`config.mk`:
```
export PLATFORM = sky130hd
export DESIGN_NAME = ac_sweep_peak_finder
export DESIGN_NICKNAME = d
export VERILOG_FILES = /design/src/rtl/ac_sweep_pkg.sv /design/src/rtl/ac_sweep_ch_tracker.sv /design/src/rtl/ac_sweep_peak_finder.sv
export SDC_FILE = /design/constraint.sdc
export NUM_CORES = 1
export LEC_CHECK = 0
export CORE_ASPECT_RATIO = 2
export CORE_MARGIN = 5
export CORE_UTILIZATION = 35
export CTS_BUF_LIST = sky130_fd_sc_hd__clkbuf_8 sky130_fd_sc_hd__clkbuf_16
export DETAILED_ROUTE_END_ITERATION = 8
export GPL_ROUTABILITY_DRIVEN = 0
export SLEW_MARGIN = 20
export SYNTH_ARGS = -nofsm -noshare
export SYNTH_HDL_FRONTEND = slang
export SYNTH_HIERARCHICAL = 1
export SYNTH_SLANG_ARGS = --single-unit
export TNS_END_PERCENT = 20
```
`constraint.sdc`:
```
create_clock -name clk -period 10.7 [get_ports clk]
set_clock_uncertainty 0.1 [all_clocks]
set_input_delay 1.07 -clock clk [delete_from_list [all_inputs] [get_ports clk]]
set_output_delay 1.07 -clock clk [all_outputs]
set_load 0.01 [all_outputs]
```
`src/rtl/ac_sweep_pkg.sv`:
```
// Shared types and helpers for the AC sweep peak finder.
// Optional down-sweep support is enabled with AC_SWEEP_PEAK_FINDER_BIDIR_EN.
package ac_sweep_pkg;

  typedef enum logic [2:0] {
    S_IDLE,
    S_LOAD,
    S_SETTLE,
    S_MEASURE,
    S_UPDATE,
    S_DONE
  } sweep_state_e;

  localparam int unsigned DEF_MAG_W    = 16;
  localparam int unsigned DEF_AVG_LOG2 = 2;
  localparam int unsigned ACC_W        = DEF_MAG_W + DEF_AVG_LOG2;

  // Widest packed bus and widest lane the slice helper handles.
  localparam int unsigned PACK_W  = 1024;
  localparam int unsigned SLICE_W = 64;

  function automatic int unsigned acc_width(
    input int unsigned mag_w,
    input int unsigned avg_log2
  );
    return mag_w + avg_log2;
  endfunction

  function automatic logic [SLICE_W-1:0] ch_slice(
    input logic [PACK_W-1:0] v,
    input int unsigned       c,
    input int unsigned       w
  );
    logic [PACK_W-1:0] s;
    s = v >> (c * w);
    return s[SLICE_W-1:0];
  endfunction

endpackage

```
`src/rtl/ac_sweep_ch_tracker.sv`:
```
// Per-channel sample accumulator and resonance peak tracker.
// Macro AC_SWEEP_PEAK_FINDER_BIDIR_EN does not affect this block.
module ac_sweep_ch_tracker
  import ac_sweep_pkg::*;
#(
  parameter int unsigned FREQ_W   = 32,
  parameter int unsigned MAG_W    = DEF_MAG_W,
  parameter int unsigned NPTS_W   = 10,
  parameter int unsigned AVG_LOG2 = DEF_AVG_LOG2
) (
  input  logic              clk,
  input  logic              rst,
  input  logic              clr_i,
  input  logic              acc_clr_i,
  input  logic              acc_en_i,
  input  logic              upd_i,
  input  logic [MAG_W-1:0]  mag_i,
  input  logic [FREQ_W-1:0] freq_i,
  input  logic [NPTS_W-1:0] idx_i,
  output logic [MAG_W-1:0]  peak_mag_o,
  output logic [FREQ_W-1:0] peak_freq_o,
  output logic [NPTS_W-1:0] peak_idx_o
);

  localparam int unsigned AW = acc_width(MAG_W, AVG_LOG2);

  logic [AW-1:0]     acc_q;
  logic [MAG_W-1:0]  avg;
  logic              hit;
  logic [MAG_W-1:0]  pk_mag_q;
  logic [FREQ_W-1:0] pk_freq_q;
  logic [NPTS_W-1:0] pk_idx_q;

  assign avg = MAG_W'(acc_q >> AVG_LOG2);
  // Strict compare keeps the earliest point on ties.
  assign hit = avg > pk_mag_q;

  always_ff @(posedge clk or posedge rst) begin
    if (rst) begin
      acc_q <= '0;
    end else if (acc_clr_i) begin
      acc_q <= '0;
    end else if (acc_en_i) begin
      acc_q <= acc_q + AW'(mag_i);
    end
  end

  always_ff @(posedge clk or posedge rst) begin
    if (rst) begin
      pk_mag_q  <= '0;
      pk_freq_q <= '0;
      pk_idx_q  <= '0;
    end else if (clr_i) begin
      pk_mag_q  <= '0;
      pk_freq_q <= '0;
      pk_idx_q  <= '0;
    end else if (upd_i && hit) begin
      pk_mag_q  <= avg;
      pk_freq_q <= freq_i;
      pk_idx_q  <= idx_i;
    end
  end

  assign peak_mag_o  = pk_mag_q;
  assign peak_freq_o = pk_freq_q;
  assign peak_idx_o  = pk_idx_q;

endmodule

```
`src/rtl/ac_sweep_peak_finder.sv`:
```
// Stepped-frequency AC sweep controller with per-channel peak tracking.
// Define AC_SWEEP_PEAK_FINDER_BIDIR_EN to add the dir_down input.
module ac_sweep_peak_finder
  import ac_sweep_pkg::*;
#(
  parameter int unsigned FREQ_W   = 32,
  parameter int unsigned MAG_W    = 16,
  parameter int unsigned CH       = 2,
  parameter int unsigned NPTS_W   = 10,
  parameter int unsigned SETTLE_W = 12,
  parameter int unsigned AVG_LOG2 = 2
) (
  input  logic                 clk,
  input  logic                 rst,
  input  logic                 start,
  input  logic                 abort,
  input  logic [FREQ_W-1:0]    f_start,
  input  logic [FREQ_W-1:0]    f_step,
  input  logic [NPTS_W-1:0]    n_points,
  input  logic [SETTLE_W-1:0]  settle_cycles,
`ifdef AC_SWEEP_PEAK_FINDER_BIDIR_EN
  input  logic                 dir_down,
`endif
  input  logic                 mag_valid,
  input  logic [CH*MAG_W-1:0]  mag,
  output logic [FREQ_W-1:0]    freq_out,
  output logic                 freq_load,
  output logic                 busy,
  output logic                 done,
  output logic [CH*MAG_W-1:0]  peak_mag,
  output logic [CH*FREQ_W-1:0] peak_freq,
  output logic [CH*NPTS_W-1:0] peak_idx
);

  localparam int unsigned SCW = AVG_LOG2 + 1;
  localparam logic [SCW-1:0] SAMP_LAST =
    SCW'((1 << AVG_LOG2) - 1);

  sweep_state_e state_q, state_d;

  logic [FREQ_W-1:0]   freq_q;
  logic [FREQ_W-1:0]   step_q;
  logic [NPTS_W-1:0]   npts_q;
  logic [NPTS_W-1:0]   idx_q;
  logic [SETTLE_W-1:0] sinit_q;
  logic [SETTLE_W-1:0] settle_q;
  logic [SCW-1:0]      samp_q;
  logic                dir_dn;

  logic go, acc_clr, acc_en, upd, adv;
  logic last_pt, last_samp;

  assign last_pt   = idx_q == npts_q - NPTS_W'(1);
  assign last_samp = samp_q == SAMP_LAST;

`ifdef AC_SWEEP_PEAK_FINDER_BIDIR_EN
  logic dir_q;

  always_ff @(posedge clk or posedge rst) begin
    if (rst) begin
      dir_q <= 1'b0;
    end else if (go) begin
      dir_q <= dir_down;
    end
  end

  assign dir_dn = dir_q;
`else
  assign dir_dn = 1'b0;
`endif

  always_ff @(posedge clk or posedge rst) begin
    if (rst) begin
      state_q <= S_IDLE;
    end else begin
      state_q <= state_d;
    end
  end

  always_comb begin
    state_d = state_q;
    go      = 1'b0;
    acc_clr = 1'b0;
    acc_en  = 1'b0;
    upd     = 1'b0;
    adv     = 1'b0;
    case (state_q)
      S_IDLE: begin
        if (start && !abort) begin
          go      = 1'b1;
          state_d = (n_points == '0) ? S_DONE : S_LOAD;
        end
      end
      S_LOAD: state_d = S_SETTLE;
      S_SETTLE: begin
        if (settle_q == '0) begin
          acc_clr = 1'b1;
          state_d = S_MEASURE;
        end
      end
      S_MEASURE: begin
        acc_en = mag_valid;
        if (mag_valid && last_samp) begin
          state_d = S_UPDATE;
        end
      end
      S_UPDATE: begin
        upd     = 1'b1;
        adv     = !last_pt;
        state_d = last_pt ? S_DONE : S_LOAD;
      end
      S_DONE:  state_d = S_IDLE;
      default: state_d = S_IDLE;
    endcase
    // Abort wins everywhere outside IDLE; the open point is dropped.
    if (abort && state_q != S_IDLE) begin
      state_d = S_IDLE;
      acc_clr = 1'b0;
      acc_en  = 1'b0;
      upd     = 1'b0;
      adv     = 1'b0;
    end
  end

  always_ff @(posedge clk or posedge rst) begin
    if (rst) begin
      freq_q   <= '0;
      step_q   <= '0;
      npts_q   <= '0;
      idx_q    <= '0;
      sinit_q  <= '0;
      settle_q <= '0;
      samp_q   <= '0;
    end else begin
      if (go) begin
        step_q  <= f_step;
        npts_q  <= n_points;
        sinit_q <= settle_cycles;
        idx_q   <= '0;
        if (n_points != '0) begin
          freq_q <= f_start;
        end
      end
      if (state_q == S_LOAD) begin
        settle_q <= sinit_q;
      end else if (state_q == S_SETTLE && settle_q != '0) begin
        settle_q <= settle_q - SETTLE_W'(1);
      end
      if (acc_clr) begin
        samp_q <= '0;
      end else if (acc_en) begin
        samp_q <= samp_q + SCW'(1);
      end
      if (adv) begin
        freq_q <= dir_dn ? freq_q - step_q : freq_q + step_q;
        idx_q  <= idx_q + NPTS_W'(1);
      end
    end
  end

  assign freq_out  = freq_q;
  assign freq_load = state_q == S_LOAD;
  assign busy      = state_q != S_IDLE;
  assign done      = state_q == S_DONE;

  for (genvar c = 0; c < CH; c++) begin : g_ch
    logic [MAG_W-1:0] mag_c;

    assign mag_c = MAG_W'(ch_slice(PACK_W'(mag), c, MAG_W));

    ac_sweep_ch_tracker #(
      .FREQ_W   (FREQ_W),
      .MAG_W    (MAG_W),
      .NPTS_W   (NPTS_W),
      .AVG_LOG2 (AVG_LOG2)
    ) u_trk (
      .clk         (clk),
      .rst         (rst),
      .clr_i       (go),
      .acc_clr_i   (acc_clr),
      .acc_en_i    (acc_en),
      .upd_i       (upd),
      .mag_i       (mag_c),
      .freq_i      (freq_q),
      .idx_i       (idx_q),
      .peak_mag_o  (peak_mag[c*MAG_W +: MAG_W]),
      .peak_freq_o (peak_freq[c*FREQ_W +: FREQ_W]),
      .peak_idx_o  (peak_idx[c*NPTS_W +: NPTS_W])
    );
  end

endmodule

```
Yosys cells after proc, flatten, opt, wreduce, memory -nomap -nowiden
Cells that the tools add are included.
- $add $sub $neg: 7
- multipliers: 0
- reductions and logical operators: 22
- muxes and demuxes: 43
- bitwise operators: 0
- eq/ne operators: 10
- shift operators: 0
- divide/modulo/power cells: 0
- order comparisons: 2
- operators with widths (operator ; number):
    2-to-1 mux 32 bit ; 7
    2-to-1 mux 18 bit ; 4
    2-to-1 mux 16 bit ; 4
    2-to-1 mux 10 bit ; 6
    adder 18 x 16 -> 18 bit ; 2
    adder 32 bit ; 1
    greater-than comparator 16 bit ; 2
    2-to-1 mux 12 bit ; 2
    2-to-1 mux 3 bit ; 8
    case mux 3 bit (5 select lines) ; 1
    logical NOT 12 bit ; 1
    nonzero test 12 bit ; 1
    nonzero test 2 bit ; 6
    subtractor 12 x 1 -> 12 bit (second input constant) ; 1
    2-to-1 mux 1 bit ; 11
    adder 10 x 1 -> 10 bit (second input constant) ; 1
    == test 10 bit ; 1
    logical NOT 10 bit ; 1
    nonzero test 10 bit ; 1
    subtractor 10 x 1 -> 10 bit (second input constant) ; 1
    == test 3 x 2 -> 1 bit (second input constant) ; 3
    inequality test 3 bit (second input constant) ; 3
    == test 3 bit (second input constant) ; 2
    logical AND 1 bit ; 6
    7 further kinds ; 8
- input port bits: 123
- memories: 0
- output and inout bits: 151
- memory bits (writable): 0
- word-level logic and storage cells: 100
- register bits: 266
- ROM bits: 0
- latch bits: 0

Depth between registers and ports, before layout
- depth after elaboration: 7
- gate-level depth with buffers: 12
- gate-level depth less buffers: 12

Modules after synthesis
Netlist, hierarchy kept.
- modules (own cells, without submodules) (module ; cells each ; area each (µm²) ; seq. area each (µm²) ; instances):
    ac_sweep_peak_finder ; 806 ; 6962.9 ; 2852.7 ; 1
    ac_sweep_ch_tracker at g_ch[0].u_trk ; 376 ; 4065.1 ; 1901.8 ; 1
    ac_sweep_ch_tracker at g_ch[1].u_trk ; 373 ; 4031.4 ; 1901.8 ; 1

Worst setup path before layout
Ideal clock, no wire load.
- kind: input-to-reg
- start: input mag[16]
- end: register g_ch[1].u_trk.acc_q[16]
- setup slack: 7.553 ns
- buffers on the path: 0
- data required time: 10.475 ns
- cell stages on the path: 9
- setup time: 0.125 ns
- arrival time: 2.922 ns
- cells stage by stage: ha_1 > inv_1 > fa_1 > nor2b_1 > o211ai_1 > a31oi_1 > o21ai_0 > o32ai_1 > mux2_2
- longest elaborated chain between the ends: 3
- ends and longest elaborated chain (item ; line ; text):
    start: declaration ; ac_sweep_peak_finder.sv:25 ; input logic [CH*MAG_W-1:0] mag,
    adder 18 x 16 -> 18 bit ; ac_sweep_ch_tracker.sv:44 ; acc_q <= acc_q + AW'(mag_i);
    2-to-1 mux 18 bit ; ac_sweep_ch_tracker.sv:43 ; end else if (acc_en_i) begin
    2-to-1 mux 18 bit ; ac_sweep_ch_tracker.sv:41 ; end else if (acc_clr_i) begin
    end signal: assignment ; ac_sweep_ch_tracker.sv:44 ;
    end: declaration ; ac_sweep_ch_tracker.sv:27 ; logic [AW-1:0] acc_q;
No other way between the ends. The select of a mux whose other input is x is not followed.
A chain may end at the register's enable or synchronous reset.

Final worst setup path
- start: input abort
- end: register g_ch[0].u_trk.pk_freq_q[6]
- longest elaborated chain between the ends: 5
- elaborated cells on any way between the ends: 9
- classes of those cells: mux (4); reduce/logical (5)
- ends and longest elaborated chain (item ; line ; text):
    start: declaration ; ac_sweep_peak_finder.sv:16 ; input logic abort,
    logical NOT 1 bit ; ac_sweep_peak_finder.sv:89 ; if (start && !abort) begin
    logical AND 1 bit ; ac_sweep_peak_finder.sv:89 ;
    2-to-1 mux 1 bit ; ac_sweep_peak_finder.sv:89 ;
    2-to-1 mux 1 bit ; ac_sweep_peak_finder.sv:87 ; case (state_q)
    2-to-1 mux 32 bit / nonzero test 2 bit (equally long branches) ; -- ;
    end signal: assignment ; ac_sweep_ch_tracker.sv:59 ; pk_freq_q <= freq_i;
    end: declaration ; ac_sweep_ch_tracker.sv:31 ; logic [FREQ_W-1:0] pk_freq_q;
Parallel ways exist; a longest one is shown, timed or not.

==> summary.md <==
| Metric | Value |
|---|---|
| Num CTS Buffers | 26 |
| Post-synth EDFFs | 0 |
| Int Pwr | 3.03 mW |
| Synth area leader | dfrtp_1 |
| Post-synth top area share | 44.2% |
| CTS Sinks | 266 |
| Worst path max stage delay | 0.81 ns |
| GRT Util Overall | 19.8% |
| Post-DP HPWL | 35800 um |
| Rel. slew slack | 39.2% |
| Post-synthesis cell count | 1555 |
| Slew Viols, Final | 0 |
| Final Hold Fails | 0 |
| Max capacitance violation total | 0 |
| Worst-skew pair later-pin latency | 0.55 ns |
| Nets | 2028 |
| Top-count cell post-synth | dfrtp_1 |
| Max rail drop VDD | 0.134 mV |
| Seq pwr share | 32.3% |
| Finish-stage setup viols | 0 |
| Syn_nets | 1781 |
| CP dominant cell by count | buf_4 |
| Initial Util | 35.4% |
| Largest net degree at the start of global routing | 68 |
| Final WL | 48000 um |
| Worst-margin pin slew | 0.903 ns |
| Worst-path maximum fanout | 63 |
| Die area | 47500 um2 |
| Async set or reset register ratio after synthesis | 100% |
| Commonest cells in the netlist | dfrtp_1 (266), nand2_1 (252), a22o_1 (117) |
| Port Buffers | 273 |
| Net Sw Frac | 41.2% |
| CTS tree | done |
| Initial antenna violation count | 5 |
| Drt initial violations | 510 |
| Netlist cell types | 81 |
| Die width | 157 um |
| Synthesized cell area | 15100 um2 |
| Mapped Avg Cell Area | 9.68 um2 |
| Largest cells by area after synthesis | dfrtp_1 (44%), ha_1 (8.3%), a22o_1 (6.8%) |
| DRC viols | 0 |
| Via-to-Cell Ratio | 5.43 |
| Setup bufs post-CTS | 0 |
| # H-tree levels | 1 |
| Core area | 42600 um2 |
| Layout area overhead | 27.3% |
| Std-Cell Rows | 107 |
| FF+latch count, synth | 266 |
| Worst EP required | 11.08 ns |
| Kind of critical path | primary input to flip-flop |
| Worst Setup Start Kind | primary input |
| Clock transition at path regs | 0.07 ns |
| Antenna viol nets, final | 0 |
| Final period util | 37.9% |
| Combinational Power Share | 48.5% |
| RSZ-0062 raised after global routing | no |
| Seq/Total Area, Yosys | 44.2% |
| DR vias | 12.9k |
| I/O pin cnt | 274 |
| Post-CTS sizing | 0 |
| Global-route wire length before repair | 74400 um |
| Grt total ovfl | 0 |
| Clk buf depth | 3 |
| Slowest stage cell, crit path | nor3_4 |
| Critical Path AT | 4.44 ns |
| Critical-path cell list | clkdlybuf4s50_1 > nor2b_1 > nand2b_2 > buf_4 > inv_2 > buf_4 > nor3_4 > buf_4 > a22o_1 |
| Synth warn | 6 |
| Crit end category | flip-flop |
| Share of post-route cells with drive strength above 1 | 5.93% |
| Switch Pwr | 2.13 mW |
| Vias in the first global route | 13.4k |
| Cts hold-fix bufs | 0 |
| Clk pwr share | 19.2% |
| Final min period | 4.06 ns |
| Outcome | complete, no violations |
| Top_reg_cell synth | dfrtp_1 |
| Die H | 303 um |
| Fmax | 0.246 GHz |
| Leakage | 8.64 nW |
| Setup TNS Final | 0 ns |
| Root Buffer | clkbuf_16 |
| WHS | 0.379 ns |
| Wire length per cell | 20.3 um |
| Power Density | 269 nW/um2 |
| DR pass1 iterations | 5 |
| Worst hold path class | flip-flop to flip-flop |
[cells by family (layout without fill, tap and decap cells)]
group / after synthesis / in the layout / share of synthesized area, %
DFF: 266 / 266 / 44.2
and+or+nand+nor: 504 / 504 / 15.3
xor gates and xnor gates: 58 / 58 / 3.37
muxes: 46 / 46 / 3.16
other: 0 / 1 / 0
adders and majority gates: 103 / 103 / 8.71
buffers and inverters: 140 / 405 / 4.13
AOI/OAI and AO/OA: 438 / 438 / 21.2
[worst paths after layout]
kind	from	to	slack, ns	depth (start not counted)
max	abort	g_ch[0].u_trk/peak_freq_o[6]	6.64	9
min	sinit_q[9]	settle_q[9]	0.38	2
max reg2reg	npts_q[0]	idx_q[5]	6.76	12
min reg2reg	sinit_q[9]	settle_q[9]	0.38	2
max in group asynchronous	rst	sinit_q[10]	8.18	3
min in group asynchronous	rst	g_ch[1].u_trk/peak_idx_o[4]	0.96	2
[registers in the layout (all words and copies together), names as in the netlist, 12 cells and up]
register	cells
g_ch.u_trk/peak_freq_o	64
g_ch.u_trk/acc_q	36
freq_out	32
g_ch.u_trk/peak_mag_o	32
step_q	32
g_ch.u_trk/peak_idx_o	20
settle_q	12
sinit_q	12
[through the flow]
stage	total power [mW]	instances	area, um2	utilization [%]	worst slack, ns
finish	5.16	2366	19200	45.0	6.64
global route	5.55	2365	19200	45.0	6.40
CTS	5.21	2365	19200	45.0	6.64
detailed placement	4.18	2319	18300	42.9	6.06
global placement	4.13	2319	18300	42.9	6.12
floorplan	3.33	1555	15100	-	6.51
[power groups by stage]
stage          Clock (mW)  Sequential [mW]  Combinational, mW
6_report            0.992             1.67               2.50
4_1_cts              1.02             1.67               2.52
3_5_place_dp            0             1.68               2.50
5_1_grt              1.05             1.71               2.79
2_1_floorplan           0             1.60               1.74
3_3_place_gp            0             1.68               2.45
[layout make-up]
type	count	area, um2
inverter	71	272
antenna	1	2.50
clock buffer	34	772
tap	545	682
fill	4104	23400
timing repair buffer	288	2850
sequential	266	6660
multi-input combinational	1149	7800
clock inverter	12	143
[metal layers]
| layer | GRT usage (%) | vias to the layer above | part of all wire [%] |
|---|---|---|---|
| met5 | 0 | - | 0.085 |
| met4 | 7.67 | 6 | 4.1 |
| met3 | 2.85 | 107 | 4.4 |
| met2 | 38.5 | 324 | 55 |
| met1 | 21.0 | 6312 | 37 |
| li1 | - | 6102 | - |
[layout by cell type (no fill, tap or decap), types with 6 or more instances in the layout]
cell and count:
a211o_1 8, o21bai_1 6, and3_1 8, o21ai_0 67, dfrtp_1 266, o211ai_1 12, a21o_1 22, a31oi_1 10
mux2_2 11, mux2i_1 34, nor3b_1 7, clkbuf_16 27, inv_1 69, xnor2_1 37, or3_1 9, o2111ai_1 8
nor2_1 93, nor2b_1 12, clkbuf_8 7, nand2_1 251, buf_4 15, o22ai_1 8, nand3_1 27, clkdlybuf4s50_1 273
nand4_1 21, a21oi_1 96, nor3_1 19, nand2b_1 23, a211oi_1 8, ha_1 100, o21a_1 13, xor2_1 21
a22o_1 117
[critical path, delay by kind of cell]
kind | cells | cell delay [ns]
buffers and inverters | 5 | 2.08
AOI/OAI and AO/OA | 1 | 0.23
and+or+nand+nor | 3 | 0.97
(Power assumes the default switching activity.)
